--- src/rtl/alu_arbiter.sv ---
// Round-robin arbiter sharing one combinational ALU between two requesters,
// with registered operands and one registered result slot per requester.
module alu_arbiter #(
  parameter int unsigned WIDTH = 32
) (
  input  logic             clk,
  input  logic             rst_n,
  input  logic             req0_valid,
  output logic             req0_ready,
  input  logic [2:0]       req0_ctrl,
  input  logic [WIDTH-1:0] req0_a,
  input  logic [WIDTH-1:0] req0_b,
  output logic             resp0_valid,
  input  logic             resp0_ready,
  output logic [WIDTH-1:0] resp0_out,
  output logic             resp0_zero,
  output logic             resp0_slt,
  output logic             resp0_sltu,
  input  logic             req1_valid,
  output logic             req1_ready,
  input  logic [2:0]       req1_ctrl,
  input  logic [WIDTH-1:0] req1_a,
  input  logic [WIDTH-1:0] req1_b,
  output logic             resp1_valid,
  input  logic             resp1_ready,
  output logic [WIDTH-1:0] resp1_out,
  output logic             resp1_zero,
  output logic             resp1_slt,
  output logic             resp1_sltu,
  output logic [2:0]       alu_ctrl,
  output logic [WIDTH-1:0] alu_a,
  output logic [WIDTH-1:0] alu_b,
  input  logic [WIDTH-1:0] alu_out,
  input  logic             alu_zero,
  input  logic             alu_slt,
  input  logic             alu_sltu
);

  localparam logic [2:0] ALU_SUB = 3'b001;

  typedef enum logic {IDLE, EXEC} state_t;

  state_t                 state_q, state_d;
  logic [2:0]             ctrl_q, ctrl_d;
  logic [WIDTH-1:0]       a_q, a_d, b_q, b_d;
  logic                   owner_q, owner_d;
  logic                   last_q, last_d;
  logic [1:0]             rvalid_q, rvalid_d;
  logic [1:0][WIDTH-1:0]  rout_q, rout_d;
  logic [1:0]             rzero_q, rzero_d;
  logic [1:0]             rslt_q, rslt_d;
  logic [1:0]             rsltu_q, rsltu_d;

  logic [1:0] elig;
  logic       gnt_any;
  logic       gnt_id;
  logic       is_sub;

  // Eligibility looks only at registered slot state, so a draining slot blocks its requester.
  assign elig    = {req1_valid & ~rvalid_q[1], req0_valid & ~rvalid_q[0]};
  assign gnt_any = (state_q == IDLE) && (elig != 2'b00);
  assign gnt_id  = (elig == 2'b11) ? ~last_q : elig[1];
  assign is_sub  = (ctrl_q == ALU_SUB);

  assign req0_ready = gnt_any & ~gnt_id;
  assign req1_ready = gnt_any & gnt_id;

  always_comb begin
    state_d  = state_q;
    ctrl_d   = ctrl_q;
    a_d      = a_q;
    b_d      = b_q;
    owner_d  = owner_q;
    last_d   = last_q;
    rvalid_d = rvalid_q & ~{resp1_ready, resp0_ready};
    rout_d   = rout_q;
    rzero_d  = rzero_q;
    rslt_d   = rslt_q;
    rsltu_d  = rsltu_q;
    case (state_q)
      IDLE: begin
        if (gnt_any) begin
          ctrl_d  = gnt_id ? req1_ctrl : req0_ctrl;
          a_d     = gnt_id ? req1_a    : req0_a;
          b_d     = gnt_id ? req1_b    : req0_b;
          owner_d = gnt_id;
          last_d  = gnt_id;
          state_d = EXEC;
        end
      end
      EXEC: begin
        rvalid_d[owner_q] = 1'b1;
        rout_d[owner_q]   = alu_out;
        rzero_d[owner_q]  = is_sub & alu_zero;
        rslt_d[owner_q]   = is_sub & alu_slt;
        rsltu_d[owner_q]  = is_sub & alu_sltu;
        state_d           = IDLE;
      end
      default: state_d = IDLE;
    endcase
  end

  always_ff @(posedge clk or negedge rst_n) begin
    if (!rst_n) begin
      state_q  <= IDLE;
      ctrl_q   <= '0;
      a_q      <= '0;
      b_q      <= '0;
      owner_q  <= 1'b0;
      last_q   <= 1'b1;
      rvalid_q <= '0;
      rout_q   <= '0;
      rzero_q  <= '0;
      rslt_q   <= '0;
      rsltu_q  <= '0;
    end else begin
      state_q  <= state_d;
      ctrl_q   <= ctrl_d;
      a_q      <= a_d;
      b_q      <= b_d;
      owner_q  <= owner_d;
      last_q   <= last_d;
      rvalid_q <= rvalid_d;
      rout_q   <= rout_d;
      rzero_q  <= rzero_d;
      rslt_q   <= rslt_d;
      rsltu_q  <= rsltu_d;
    end
  end

  assign alu_ctrl    = ctrl_q;
  assign alu_a       = a_q;
  assign alu_b       = b_q;
  assign resp0_valid = rvalid_q[0];
  assign resp0_out   = rout_q[0];
  assign resp0_zero  = rzero_q[0];
  assign resp0_slt   = rslt_q[0];
  assign resp0_sltu  = rsltu_q[0];
  assign resp1_valid = rvalid_q[1];
  assign resp1_out   = rout_q[1];
  assign resp1_zero  = rzero_q[1];
  assign resp1_slt   = rslt_q[1];
  assign resp1_sltu  = rsltu_q[1];

endmodule

--- config.mk ---
export PLATFORM = sky130hd
export DESIGN_NAME = alu_arbiter
export DESIGN_NICKNAME = d
export VERILOG_FILES = /design/src/rtl/alu_arbiter.sv
export SDC_FILE = /design/constraint.sdc
export NUM_CORES = 1
export LEC_CHECK = 0
export ABC_AREA = 1
export CORE_MARGIN = 3
export CORE_UTILIZATION = 28
export CTS_CLUSTER_SIZE = 12
export DETAILED_ROUTE_END_ITERATION = 16
export PLACE_DENSITY_LB_ADDON = 0.08
export SETUP_SLACK_MARGIN = 0.02
export SLEW_MARGIN = 40
export SYNTH_ARGS = -nofsm -noshare
export SYNTH_HDL_FRONTEND = slang
export SYNTH_SLANG_ARGS = --single-unit
export TNS_END_PERCENT = 30
--- constraint.sdc ---
create_clock -name clk -period 5.69 [get_ports clk]
set_clock_uncertainty 0.2 [all_clocks]
set_input_delay 1.4225 -clock clk [delete_from_list [all_inputs] [get_ports clk]]
set_output_delay 1.4225 -clock clk [all_outputs]
set_load 0.05 [all_outputs]
==> impl_metrics.toml <==
[outcome]
status = "completed"

[timing]
hold_viol_final = 0
fmax_ghz = 0.224
period_minus_slack_ns = 4.47
setup_viol = 0
final_max_slew_viol_count = 0
setup_tns_ns = 0
rsz0062_at_grt = "false"
fin_ws_ns = 1.22
min_period_over_period_pct = 78.6
slew_headroom_pct = 47.7
worst_pin_slew_ns = 0.784

[cells_and_area]
drive_gt1_share_pct = 4.83
fillers = 2139
fin_area_um2 = 10200
synthToLayoutAreaGrowth_pct = 64.3
seq_area_um2 = 3550
final_nets = 1261
multiInputGateArea_um2 = 2320

[global_routing]
grt_pass1_wl_um = 32000
grt_pass1_vias = 5765
antenna_found_initial = 1
grt_max_degree = 83
grtUsageTotal_pct = 16.9
gr-total-overflow = 0

[drt]
drc = 0
vias = 5941
drt_pass1_iterations = 4
routed_wl_um = 20800
wl_per_cell_um = 15.1
drt-initial-drc-count = 262
viasPerCell = 4.32
ant_nets = 0

[worst_setup_path]
critPathMaxStageDelay_ns = 0.51
crit_path_start_kind = "input pin"
cp.arrival_ns = 2.85
cp_cell_sequence = "clkdlybuf4s50_1 -> nand3_2 -> nand2_2 -> buf_4 -> inv_1 -> nor2_1 -> buf_12"
worst_r2r_endpoint = "alu_a[4]"
crit_type = "in -> out"
required_ns = 4.07
worstSetupEndpointType = "output port"
r2r-start = "last_q"
reg2reg_depth = 8
critPathLaunch = "req0_valid"
reg2reg_slack_ns = 3.61
cp_max_fo = 29
crit_slowest_cell = "clkdlybuf4s50_1"

[floorplanning]
start_util_pct = 29.0
rows = 53
dieArea_um2 = 24000
die_h_um = 155
die_w_um = 155
io_pins = 316
core_um2 = 21400

[yosys]
postSynthAreaPerCell_um2 = 7.84
synth_warnings = 0
synth-seq-cells = 142
syn_nets = 966
synthDistinctLibCells = 16
ys_seq_area_share_pct = 57.3
postSynthCellCount = 791
syn_area_um2 = 6200

[placed_design]
dp_slack_ns = 1.21
postPlaceCellArea_um2 = 9610
io_buffers = 315
dp_hpwl_um = 14300
gp_congestion = 0.772

[clock_tree]
htree_levels = 4
worstSkewPairLatency_ns = 0.40
cts_setup_buffers = 0
numCtsBuffers = 17
cts_hold_buffers = 0
cts-root-buf = "clkbuf_16"
path_clk_slew_ns = 0.06
cts_buffer_depth = 2
numClockSinks = 142
cts_tree = "yes"
cts_resized = 0

[pwr]
power_frac_comb_pct = 58.6
internal_power_mw = 3.38
leakagePower_nw = 4.96
p_sw_mw = 3.54
powerDensity_nw_per_um2 = 679
pwr-share-clk_pct = 15.7
ir_drop_uv = 244
power_frac_seq_pct = 25.7
swShare_pct = 51.1

[min_path]
holdPathStages = 2
min-delay-path-class = "reg -> reg"
hp-start = "last_q"
min_to = "last_q"

[job]
maxCapViolations = 0
metrics by stage:
step,instances,hold slack (ns),util [%],power (mW)
final,1374,0.269,47.6,6.92
after global routing,1374,0.290,47.6,7.34
after CTS,1373,0.273,47.5,7.02
after detailed placement,1342,0.264,44.9,5.90
after global placement,1342,0.260,44.9,5.88
after floorplan,791,0.244,-,4.39
per-layer routing:
layer  global-route usage (%)  vias to the layer above  wire length (µm)
li1                         -                     3056                 -
met3                     6.13                       13              1870
met1                     21.8                     2659              8980
met4                     4.79                        0               323
met5                        0                        -                 0
met2                     26.8                      213              9610
worst max path at each step:
stage,end,slack [ns],depth (start not counted)
final,req0_ready,1.22,7
after global routing,req0_ready,1.12,7
after CTS,req0_ready,1.19,7
after detailed placement,req0_ready,1.21,7
after global placement,req0_ready,1.22,7
after floorplan,req0_ready,1.33,6
logic make-up (layout without fill, tap and decap cells):
group                  Yosys count  after routing  synth area share [%]
buffers and inverters           88            395                  5.69
other                            0              1                     0
AND/OR/NAND/NOR                487            487                  31.0
AO/OA/AOI/OAI                   74             74                  6.03
flip-flops                     142            142                  57.3
layout by cell type (no fill, tap or decap), drive strengths merged, types with 2 or more instances in the layout:
cell type / count
clkinvlp: 4
clkbuf: 18
nand2: 415
clkdlybuf4s50: 312
o21ai: 73
clkinv: 2
inv: 46
nor2: 3
dfrtp: 141
buf: 12
nand3: 68
registers in the layout, indices dropped and copies added (netlist names):
register   count
alu_a         32
alu_b         32
alu_ctrl       3
last_q         1
owner_q        1
resp0_out     32
resp1_out     32
rslt_q         2
rsltu_q        2
rvalid_q       2
rzero_q        2
state_q        1
power by group through the flow:
stage	clock network, mW	logic [mW]	registers (mW)
after global placement	0	4.10	1.78
after global routing	1.17	4.33	1.84
after CTS	1.13	4.12	1.78
after detailed placement	0	4.12	1.78
final	1.09	4.05	1.77
after floorplan	0	0.955	3.43
final cells by class:
cell class              count  share of cell area (%)
multi-input cells         561                    22.8
well taps                 275                    3.38
flip-flops and latches    142                    34.9
clock buffers              17                    4.17
diodes                      1                  0.0246
inverters                  39                    1.44
clock inverters            14                    1.44
repair buffers            325                    31.9
cell usage after synthesis, drive strengths merged:
master	number	area share, %
dfrtp	141	57
a21oi	1	0.14
clkinv	1	0.060
dfstp	1	0.42
nand2	415	25
o21ai	73	5.9
nand3	68	5.5
nor2	3	0.22
nor3b	1	0.12
clkbuf	35	2.1
buf	14	1.2
inv	38	2.3
critical path: cells and delay by family:
family                 cells  cell delay, ns
AND/OR/NAND/NOR            3            0.36
buffers and inverters      4            1.06
Power figures use the tool's default switching activity.
